[config.mk]
export PLATFORM = sky130hd
export DESIGN_NAME = bus_arbiter
export DESIGN_NICKNAME = d
export VERILOG_FILES = /design/src/rtl/bus_arbiter.sv
export SDC_FILE = /design/constraint.sdc
export NUM_CORES = 1
export LEC_CHECK = 0
export ABC_AREA = 0
export CAP_MARGIN = 30
export CORE_AREA = 3 3 237 239
export CTS_BUF_LIST = sky130_fd_sc_hd__clkbuf_4 sky130_fd_sc_hd__clkbuf_8
export DETAILED_ROUTE_END_ITERATION = 12
export DIE_AREA = 0 0 240 242
export MAX_ROUTING_LAYER = met4
export SLEW_MARGIN = 25
export SYNTH_ARGS = -nofsm -noshare
export SYNTH_HDL_FRONTEND = slang
export SYNTH_SLANG_ARGS = --single-unit
[constraint.sdc]
create_clock -name clk -period 1.9 [get_ports clk]
set_clock_uncertainty 0.05 [all_clocks]
set_input_delay 0.38 -clock clk [delete_from_list [all_inputs] [get_ports clk]]
set_output_delay 0.38 -clock clk [all_outputs]
set_load 0.01 [all_outputs]
[src/rtl/bus_arbiter.sv]
// Two-requester arbiter for the single TileLink master port.
// m0 is instruction fetch and m1 is the data agent. One transaction is in flight at a time.
module bus_arbiter #(
    parameter int ADDR_W  = 64,
    parameter int DATA_W  = 64,
    parameter int TIMEOUT = 1024
) (
    input  logic              clk,
    input  logic              rst_n,

    input  logic              m0_request,
    input  logic              m0_a_valid,
    output logic              m0_a_ready,
    input  logic [2:0]        m0_a_opcode,
    input  logic [ADDR_W-1:0] m0_a_address,
    input  logic [DATA_W-1:0] m0_a_data,
    output logic              m0_d_valid,
    output logic [2:0]        m0_d_opcode,
    output logic [1:0]        m0_d_param,
    output logic [DATA_W-1:0] m0_d_data,
    output logic              m0_err,

    input  logic              m1_request,
    input  logic              m1_a_valid,
    output logic              m1_a_ready,
    input  logic [2:0]        m1_a_opcode,
    input  logic [ADDR_W-1:0] m1_a_address,
    input  logic [DATA_W-1:0] m1_a_data,
    output logic              m1_d_valid,
    output logic [2:0]        m1_d_opcode,
    output logic [1:0]        m1_d_param,
    output logic [DATA_W-1:0] m1_d_data,
    output logic              m1_err,

    output logic              bus_a_valid,
    input  logic              bus_a_ready,
    output logic [2:0]        bus_a_opcode,
    output logic [ADDR_W-1:0] bus_a_address,
    output logic [DATA_W-1:0] bus_a_data,
    input  logic              bus_d_valid,
    output logic              bus_d_ready,
    input  logic [2:0]        bus_d_opcode,
    input  logic [1:0]        bus_d_param,
    input  logic [DATA_W-1:0] bus_d_data
);

    // A TIMEOUT of zero disables the watchdog. A one-bit timer keeps the width legal in that case.
    localparam int TW = (TIMEOUT > 0) ? $clog2(TIMEOUT + 1) : 1;
    localparam logic [TW-1:0] T_LAST = (TIMEOUT > 0) ? TW'(TIMEOUT - 1) : '0;
    localparam logic [TW-1:0] T_MAX  = '1;

    typedef enum logic [1:0] {
        S_IDLE = 2'd0,
        S_ADDR = 2'd1,
        S_BUSY = 2'd2
    } state_t;

    state_t        r_state;
    state_t        w_state_nxt;
    logic          r_grant;      // 0 = m0, 1 = m1; only meaningful outside IDLE
    logic          w_grant_nxt;
    logic          r_prio;       // winner of the next contended arbitration
    logic          w_prio_nxt;
    logic [TW-1:0] r_timer;
    logic [TW-1:0] w_timer_nxt;

    // The A-channel of the granted requester, selected once for reuse below.
    logic              w_g_request;
    logic              w_g_a_valid;
    logic [2:0]        w_g_a_opcode;
    logic [ADDR_W-1:0] w_g_a_address;
    logic [DATA_W-1:0] w_g_a_data;

    assign w_g_request   = r_grant ? m1_request   : m0_request;
    assign w_g_a_valid   = r_grant ? m1_a_valid   : m0_a_valid;
    assign w_g_a_opcode  = r_grant ? m1_a_opcode  : m0_a_opcode;
    assign w_g_a_address = r_grant ? m1_a_address : m0_a_address;
    assign w_g_a_data    = r_grant ? m1_a_data    : m0_a_data;

    // NOTE: sequential state uses non-blocking assignments so every register samples
    // pre-edge values, regardless of statement order.
    always_ff @(posedge clk or negedge rst_n) begin
        if (!rst_n) begin
            r_state <= S_IDLE;
            r_grant <= 1'b0;
            r_prio  <= 1'b1;
            r_timer <= '0;
        end else begin
            r_state <= w_state_nxt;
            r_grant <= w_grant_nxt;
            r_prio  <= w_prio_nxt;
            r_timer <= w_timer_nxt;
        end
    end

    // NOTE: every signal driven here receives a default first. Any path that skips
    // an assignment would otherwise infer a latch.
    always_comb begin
        w_state_nxt   = r_state;
        w_grant_nxt   = r_grant;
        w_prio_nxt    = r_prio;
        w_timer_nxt   = r_timer;

        bus_a_valid   = 1'b0;
        bus_a_opcode  = '0;
        bus_a_address = '0;
        bus_a_data    = '0;
        bus_d_ready   = 1'b0;

        m0_a_ready    = 1'b0;
        m0_d_valid    = 1'b0;
        m0_d_opcode   = '0;
        m0_d_param    = '0;
        m0_d_data     = '0;
        m0_err        = 1'b0;

        m1_a_ready    = 1'b0;
        m1_d_valid    = 1'b0;
        m1_d_opcode   = '0;
        m1_d_param    = '0;
        m1_d_data     = '0;
        m1_err        = 1'b0;

        unique case (r_state)
            S_IDLE: begin
                if (m0_request && m1_request) begin
                    w_grant_nxt = r_prio;
                    w_prio_nxt  = ~r_prio;
                    w_state_nxt = S_ADDR;
                end else if (m0_request) begin
                    w_grant_nxt = 1'b0;
                    w_state_nxt = S_ADDR;
                end else if (m1_request) begin
                    w_grant_nxt = 1'b1;
                    w_state_nxt = S_ADDR;
                end
            end

            S_ADDR: begin
                if (!w_g_request) begin
                    // The requester withdrew before acceptance, so nothing reaches the bus.
                    w_state_nxt = S_IDLE;
                end else begin
                    bus_a_valid   = w_g_a_valid;
                    bus_a_opcode  = w_g_a_opcode;
                    bus_a_address = w_g_a_address;
                    bus_a_data    = w_g_a_data;
                    if (r_grant) m1_a_ready = bus_a_ready;
                    else         m0_a_ready = bus_a_ready;
                    if (w_g_a_valid && bus_a_ready) begin
                        w_state_nxt = S_BUSY;
                        w_timer_nxt = '0;
                    end
                end
            end

            S_BUSY: begin
                bus_d_ready = 1'b1;
                if (r_grant) begin
                    m1_d_valid  = bus_d_valid;
                    m1_d_opcode = bus_d_opcode;
                    m1_d_param  = bus_d_param;
                    m1_d_data   = bus_d_data;
                end else begin
                    m0_d_valid  = bus_d_valid;
                    m0_d_opcode = bus_d_opcode;
                    m0_d_param  = bus_d_param;
                    m0_d_data   = bus_d_data;
                end

                if (bus_d_valid) begin
                    w_state_nxt = S_IDLE;
                end else if ((TIMEOUT != 0) && (r_timer == T_LAST)) begin
                    if (r_grant) m1_err = 1'b1;
                    else         m0_err = 1'b1;
                    w_state_nxt = S_IDLE;
                end else if (r_timer != T_MAX) begin
                    w_timer_nxt = r_timer + TW'(1);
                end
            end

            default: begin
                w_state_nxt = S_IDLE;
            end
        endcase
    end

endmodule

**Word-level counts from Yosys, hierarchy flattened**

Index checks and enable logic that the tools add are counted.

- Bits of input ports: 339
- RAM bits: 0
- Bits in latches: 0
- Register bits after elaboration: 15
- Output and inout port bits: 277
- Memories: 0
- ROM bits: 0
- Logic and storage cells: 88

- Multiplexer cells: 61
- $lt $le $gt $ge: 0
- Multipliers: 0
- Shift-type cells: 0
- Reductions and logical operators: 9
- Divide/modulo/power cells: 0
- $add $sub $neg: 1
- Bitwise operators: 1
- Equal/unequal tests: 12

Operators with widths:

| cell | count |
|---|---|
| 64-bit two-way mux | 10 |
| 11-bit two-way mux | 5 |
| 1-bit two-way mux | 26 |
| 2-bit two-way mux | 11 |
| 11-bit case mux with 2 select lines | 1 |
| 3-bit two-way mux | 7 |
| 11-bit by 1-bit adder with 11-bit output (second input constant) | 1 |
| 11-bit by 10-bit == test with 1-bit output (second input constant) | 1 |
| 11-bit != test (second input constant) | 1 |
| 2-bit != test (second input constant) | 5 |
| 3-bit != test (second input constant) | 2 |
| 2-bit case mux with 3 select lines | 1 |
| 6-bit AND reduction | 1 |
| 4-bit != test (second input constant) | 1 |
| 2-bit AND reduction | 2 |
| 3-bit AND reduction | 1 |
| 3-bit nonzero test | 1 |
| 2-bit by 1-bit == test with 1-bit output (second input constant) | 1 |
| 2-bit == test (second input constant) | 1 |
| 1-bit logical AND | 2 |
| 2-bit logical NOT | 1 |
| 2-bit nonzero test | 1 |
| 1-bit NOT | 1 |

**Logic depth before layout (Yosys ltp)**

Gate-level depths: netlist of the first run.

- Depth after elaboration: 5
- Gate-level depth with buffers: 6

**Least setup slack after synthesis of the first run**

No wires, ideal clock.

- Path type: register -> output
- Start: register r_state[0]
- End: output m1_d_data[60]
- Buffers on the path: 2
- Path slack: -0.010 ns
- Arrival: 1.480 ns
- Stages on the path, launching flop included: 6
- Cells stage by stage: dfrtp_1 nand2b_1 inv_1 clkbuf_1 clkbuf_1 and3_1

- Cells in the longest elaborated chain, start to end: 2

Ends and longest elaborated chain:

| element | line | source |
|---|---|---|
| start: declaration | 58 | `state_t r_state;` |
| start signal: assignment | 89 | `r_state <= w_state_nxt;` |
| 2-bit == test | 124 | `unique case (r_state)` |
| 64-bit two-way mux | 124 |  |
| end: declaration | 32 | `output logic [DATA_W-1:0] m1_d_data,` |

Every way passes these cells.

**Worst setup path after layout of the first run**

- Start: register r_grant
- End: output bus_a_address[35]

- Cells in the longest elaborated chain, start to end: 3
- Elaborated cells between the ends (all ways): 4
- Classes of those cells: 4 x mux

Ends and longest elaborated chain:

| element | line | source |
|---|---|---|
| start: declaration | 60 | `logic r_grant;` |
| start signal: assignment | 90 | `r_grant <= w_grant_nxt;` |
| 64-bit two-way mux / 1-bit two-way mux (equally long branches) | 77, 74 |  |
| 64-bit two-way mux * | 140 | `if (!w_g_request) begin` |
| 64-bit two-way mux * | 124 |  |
| end: declaration | 38 | `output logic [ADDR_W-1:0] bus_a_address,` |

Mark *: on every way between the ends. The rest lies on a longest branch, timed or not.

==> metrics, run 1 <==
dominant cell type by area after synthesis mux2i_1; DP Area 11,300 um2; HP Class input port to asynchronous set/reset pin; deepest level of the CTS H-tree 1; GRT Resource Usage Total 10.2%; hold buffer count at cts 0; Simple-Gate Fraction of Synth Area 43.2%; Mapped Cells 563; FF+latch count, synth 15; Chip Height 242 um; NetSw 5.79 mW; Pwr Density ~960 nW/um2; RePlAce Congestion 0.923; Yosys warnings 0; slew at the pin closest to its max-slew limit 0.470 ns; number of flops mapped to enable cells by yosys 0; largest net degree at the start of global routing 56; Synth top cells by count 142 x nor2_1, 133 x mux2i_1, 72 x and2_1, 72 x and3_1, 38 x clkbuf_1; Max Used Layer met4; clock slew at reported path FFs about 0.07 ns; clk_lat worst skew 0.26 ns; DRT Pass-1 Iters 4; worst rel slew slack approximately two thirds; most frequent CP cell clkbuf_16; period utilization 125%; initial core utilization approximately 7.1%; final setup vio count 250; reg2reg start r_timer[1]; Final #Nets 1,628; P_leak between 6 and 7 nW; Avg WL per Cell 18.4 um; initial drt markers 161; CP max stage delay 0.53 ns; share of the synthesized area in the top cell type 34.9%; asr flop ratio synth 100%; Finished Cell Area ~14,000 um2; CTS max path bufs 2; Fmax between 0.4 and 0.5 GHz; number of global-route vias before repair 6,821; Final Core Density between 20 and 30%; Antenna Violating Nets Remaining 0; CTS tree built; IO Pins slightly above 600; Worst VDD drop around 0.77 mV; Sw Ratio 43.9%; fraction of the mapped netlist area in compound gates 5.21%; WP data arrival 1.94 ns; total negative slack -69.85 ns; top-count cell post-synth nor2_1; Flop pwr share 4.1%; Critical Path Slowest Stage Cell dfrtp_4; Adder-Cell Fraction of Synth Area less than 1%; Reg2Reg Depth 7; detailed placer's ending HPWL 25,400 um; Std-Cell Rows 85; Horiz. Die Dim 240 um; dpl cells between 1.5k and 2k; Vias/cell 3.61; Slew Limit Fails 0; Crit Path Class flop to output port; CP Data Required Time 1.47 ns; syn_nets 903; register area share after synthesis 9.87%; initial antenna violation count 7; RSZ-0062 raised after global routing true; vias post-DR 7,156; max cap viols 0; met1 wire length between 10,000 and 15,000 um; Hold Worst Slack 0.394 ns; most frequently used flop master after synthesis dfrtp_1; Crit. End Element output port; final worst slack -0.473 ns; failing checks negative setup slack; share of layout cells above drive strength 1 47.8%; syn avg cell area 6.78 um2; global-route wire length before repair 43,600 um; Final Hold Viols 0; worst path cell trace o21ai_2, nand3b_1, buf_12, clkbuf_16, clkbuf_16, buf_6, nor2_2, buf_2; reg-to-reg setup timing slack 0.12 ns; post-synthesis mux area share a little over a third; top post-synthesis cells by area mux2i_1 35%, nor2_1 14%, and2_1 12%; metal3 WL 2590 um; Reg2Reg Capture Point r_timer[5]; combinational share of power 93.9%; area of the core 54,000 um2; FILL cells 5,742; Root Buffer clkbuf_8; I/O Buffers 615; final WL ~37,000 um; mapped cell area ~3800 um2; critical path fanouts, max 6; Final min period about 2.4 ns; # DRC 0; status finished, violations left; crit path launch type flop; largest family of logic cells by synthesized area simple AND/OR/NAND/NOR gates; Cell variety after synth 34; clock share of power 2.0%; Int Pwr 7.40 mW; Non-Filler Instances 1,985; Clock Sink Count 15; synthesis-to-finish area growth 259%; xor/xnor share of the synthesized area 0.230%; gr ovfl total 0; die area between 50,000 and 60,000 um2; WL met2 approximately 19,000 um; total CTS buffers 3
==> worst max path at each step <==
stage,from,to,depth (start not counted)
2_1_floorplan,r_state[0],m1_d_data[60],5
3_3_place_gp,m0_request,bus_a_address[4],8
3_5_place_dp,m0_request,bus_a_data[21],8
4_1_cts,r_timer[0],m1_err,5
5_1_grt,r_grant,bus_a_address[35],8
6_report,r_grant,bus_a_address[35],8
==> cells in the final DEF (no fill, tap or decap), types with 2 or more instances in the layout <==
cell and n:
buf_16 10, buf_2 84, o21ai_0 6, and4_1 2, inv_1 5, buf_8 14
nor2_4 91, diode_2 2, and2_4 20, dlymetal6s2s_1 34, and3_1 59, clkbuf_8 3
clkdlybuf4s50_1 335, buf_4 77, or4_1 3, nor2_2 28, mux2i_1 88, o211ai_1 7
dfrtp_1 12, buf_6 136, a21oi_1 5, nor3_1 2, mux2i_2 22, clkbuf_16 14
and3_4 13, dlygate4sd2_1 2, nor2_1 23, nand2_1 13, buf_12 25, nand3_1 6
and2_1 52, nand3b_1 4, nand4_1 2, clkbuf_2 42, mux2i_4 23, a31oi_1 4
==> repair_timing <==
action | 4_1_cts | 5_1_grt
pin swaps | 10 | 83
resized for setup | 348 | 1042
cloned | 9 | 20
setup endpoints to repair | 279 | 286
setup buffers | 22 | 35
==> metrics by stage <==
step / setup WS [ns] / power, mW
finish: -0.473 / 13.2
global placement: -0.910 / 8.21
detailed placement: -0.901 / 8.23
CTS: -0.696 / 9.78
floorplan: 0.0925 / 3.95
global route: -0.513 / 13.9
==> final cells by class <==
| type | count | area (um2) | area share, % |
|---|---|---|---|
| Inverter | 6 | 35.0 | 0.256 |
| Clock inverter | 1 | 5.00 | 0.0365 |
| Multi-Input combinational cell | 489 | 4490 | 32.8 |
| Timing Repair Buffer | 773 | 7870 | 57.5 |
| Sequential cell | 15 | 382 | 2.79 |
| Tap cell | 696 | 871 | 6.36 |
| Antenna cell | 2 | 5.00 | 0.0365 |
| Clock buffer | 3 | 41.3 | 0.301 |
==> critical path, delay by kind of cell, from the launching register on <==
family                 cells  cell delay (ns)
DFF                        1             0.53
and+or+nand+nor            2             0.22
AOI/OAI and AO/OA          1             0.14
buffers and inverters      5             0.79
==> cell families (layout without fill, tap and decap cells) <==
logic type                 count (synthesis)  after routing
xor gates and xnor gates                   1              1
muxes                                    133            133
adders and majority gates                  1              1
and+or+nand+nor                          324            324
other                                      0              2
buffers and inverters                     59            783
DFF                                       15             15
AOI/OAI and AO/OA                         30             30
==> routing by layer <==
metal	global-route usage, %	vias to the layer above
met4	1.38	0
li1	-	3404
met2	18.4	391
met5	-	-
met1	12.0	3321
met3	1.73	40
==> flip-flops by register name, indices dropped and copies added, names as in the netlist <==
signal / count
r_grant: 1
r_state: 2
r_timer: 11
r_prio: 1
==> power groups by stage <==
stage / sequential [mW] / combinational (mW) / clock (mW)
after detailed placement: 0.517 / 7.72 / 0
final: 0.542 / 12.4 / 0.268
after CTS: 0.522 / 8.98 / 0.279
after floorplan: 0.536 / 3.41 / 0
after global placement: 0.511 / 7.70 / 0
after global routing: 0.557 / 13.0 / 0.287
(Power assumes the default switching activity.)
==> run 2, diff against run 1 <==
- CAP_MARGIN: 30 -> not set
- REMOVE_ABC_BUFFERS: not set -> 1
==> metrics, run 2 (same netlist as run 1, synthesis figures left out) <==
status finished, violations left; failing checks negative setup slack; share of layout cells above drive strength 1 47.9%; slew at the pin closest to its max-slew limit 0.596 ns; Std-Cell Rows 85; # DRC 0; register area 380 um2; initial core utilization 7.06%; initial drt markers 280; CP max stage delay 0.50 ns; CTS max path bufs 2; P_leak roughly 6.4 nW; WP data arrival 1.98 ns; Avg WL per Cell ~23 um; max FFs per register 11; Reg2Reg Depth 4; commonest cells after routing, fill and taps aside 335 x clkdlybuf4s50_1, 147 x buf_6, 124 x mux2i_1; gr ovfl total 0; worst rel slew slack slightly below 60%; RePlAce Congestion 0.920; reg2reg start r_state[0]; I/O Buffers between 600 and 700; final WL roughly 46,000 um; clk_lat worst skew 0.25 ns; Final Hold Viols 0; synthesis-to-finish area growth 253%; Crit. End Element output port; period utilization 127%; Top reg by flops r_timer; Reg2Reg Capture Point r_timer[4]; vias post-DR 7,381; HP Class input port to asynchronous set/reset pin; reg-to-reg setup timing slack 0.15 ns; initial antenna violation count 19; Crit Path Class input port to output port; Final min period ~2.4 ns; final worst slack -0.506 ns; final setup vio count 272; Root Buffer clkbuf_8; number of global-route vias before repair 6,956; Pwr Density 874 nW/um2; max cap viols 0; clock slew at reported path FFs 0.07 ns; DRT Pass-1 Iters 4; crit path launch type input port; die area 58,100 um2; area of the core 54,000 um2; FILL cells 5,832; dpl cells between 1.5k and 2k; Antenna Violating Nets Remaining 0; total CTS buffers 3; Non-Filler Instances 2,009; most frequent CP cell buf_12; largest registers r_timer x11, r_state x2; CTS tree built; global-route wire length before repair 55,800 um; Clock Sink Count 15; detailed placer's ending HPWL around 35,000 um; Final #Nets between 1.5k and 2k; RSZ-0062 raised after global routing true; worst path cell trace clkdlybuf4s50_1, nand2_1, o21ai_2, nand3b_1, buf_6, buf_12, buf_16, buf_12, nor2_4, buf_12; CP Data Required Time approximately 1.5 ns; multi-input logic area 3970 um2; Vias/cell 3.67; Slew Limit Fails 0; GRT Resource Usage Total roughly 14%; Chip Height about 240 um; Critical Path Slowest Stage Cell clkdlybuf4s50_1; deepest level of the CTS H-tree 1; total power 11.8 mW; commonest non-fill, non-tap cell in the layout clkdlybuf4s50_1; critical path fanouts, max 6; IO Pins between 600 and 700; hold buffer count at cts 0; Fmax roughly 0.42 GHz; largest net degree at the start of global routing 33; Worst VDD drop slightly below 0.6 mV; Horiz. Die Dim 240 um
[run 2: where the power goes]
| group | total, mW | switching (mW) | internal, mW |
|---|---|---|---|
| clock network | 0.268 | 0.121 | 0.147 |
| logic | 11.0 | 5.02 | 5.95 |
| registers | 0.518 | 0.0791 | 0.439 |
| total | 11.8 | 5.22 | 6.53 |
[run 2: worst max-delay path: cells and delay by family]
kind / cells / cell delay (ns)
AOI/OAI and AO/OA: 1 / 0.06
buffers and inverters: 6 / 1.21
and+or+nand+nor: 3 / 0.30
[run 2: how the worst max path moves through the flow]
stage | start | to | slack [ns] | cells past startpoint
after detailed placement | m0_request | bus_a_data[20] | -0.94 | 8
after floorplan | r_grant | bus_a_address[0] | -6.93 | 4
after global routing | m1_request | bus_a_data[4] | -0.58 | 10
final | m1_request | bus_a_data[4] | -0.51 | 10
after CTS | r_grant | bus_a_address[26] | -0.54 | 8
after global placement | m0_request | bus_a_address[57] | -0.88 | 8
[run 2: layer usage]
metal | up-vias | part of all wire [%] | global-route usage, %
met5 | - | 0 | -
met4 | 0 | 1.5 | 0.513
met3 | 52 | 7.6 | 3.95
met2 | 436 | 51 | 25.0
met1 | 3456 | 40 | 16.2
li1 | 3437 | - | -
[run 2: cell type report]
type,count,area share [%]
Antenna cell,7,0.130
Clock buffer,3,0.307
Clock inverter,1,0.0558
Inverter,6,0.260
Multi-Input combinational cell,489,29.5
Sequential cell,15,2.83
Tap cell,696,6.48
Timing Repair Buffer,792,60.4
[run 2: per-stage QoR]
stage / util, % / setup TNS [ns] / worst slack [ns] / hold WS [ns] / cell area, um2
6_report: 24.9 / -87.23 / -0.506 / 0.397 / 13400
4_1_cts: 21.8 / -113.85 / -0.542 / 0.403 / 11800
3_5_place_dp: 21.2 / -155.28 / -0.943 / 0.452 / 11500
3_3_place_gp: 21.2 / -148.90 / -0.879 / 0.426 / 11500
2_1_floorplan: - / -1742.04 / -6.93 / 0.0344 / 3600
5_1_grt: 24.9 / -104.03 / -0.576 / 0.415 / 13400
[run 2: timing repair]
action                     CTS  global route
setup buffers               14            57
setup endpoints to repair  280           287
gates resized for setup    769           616
pin swaps                   40            68
gates cloned                13            17
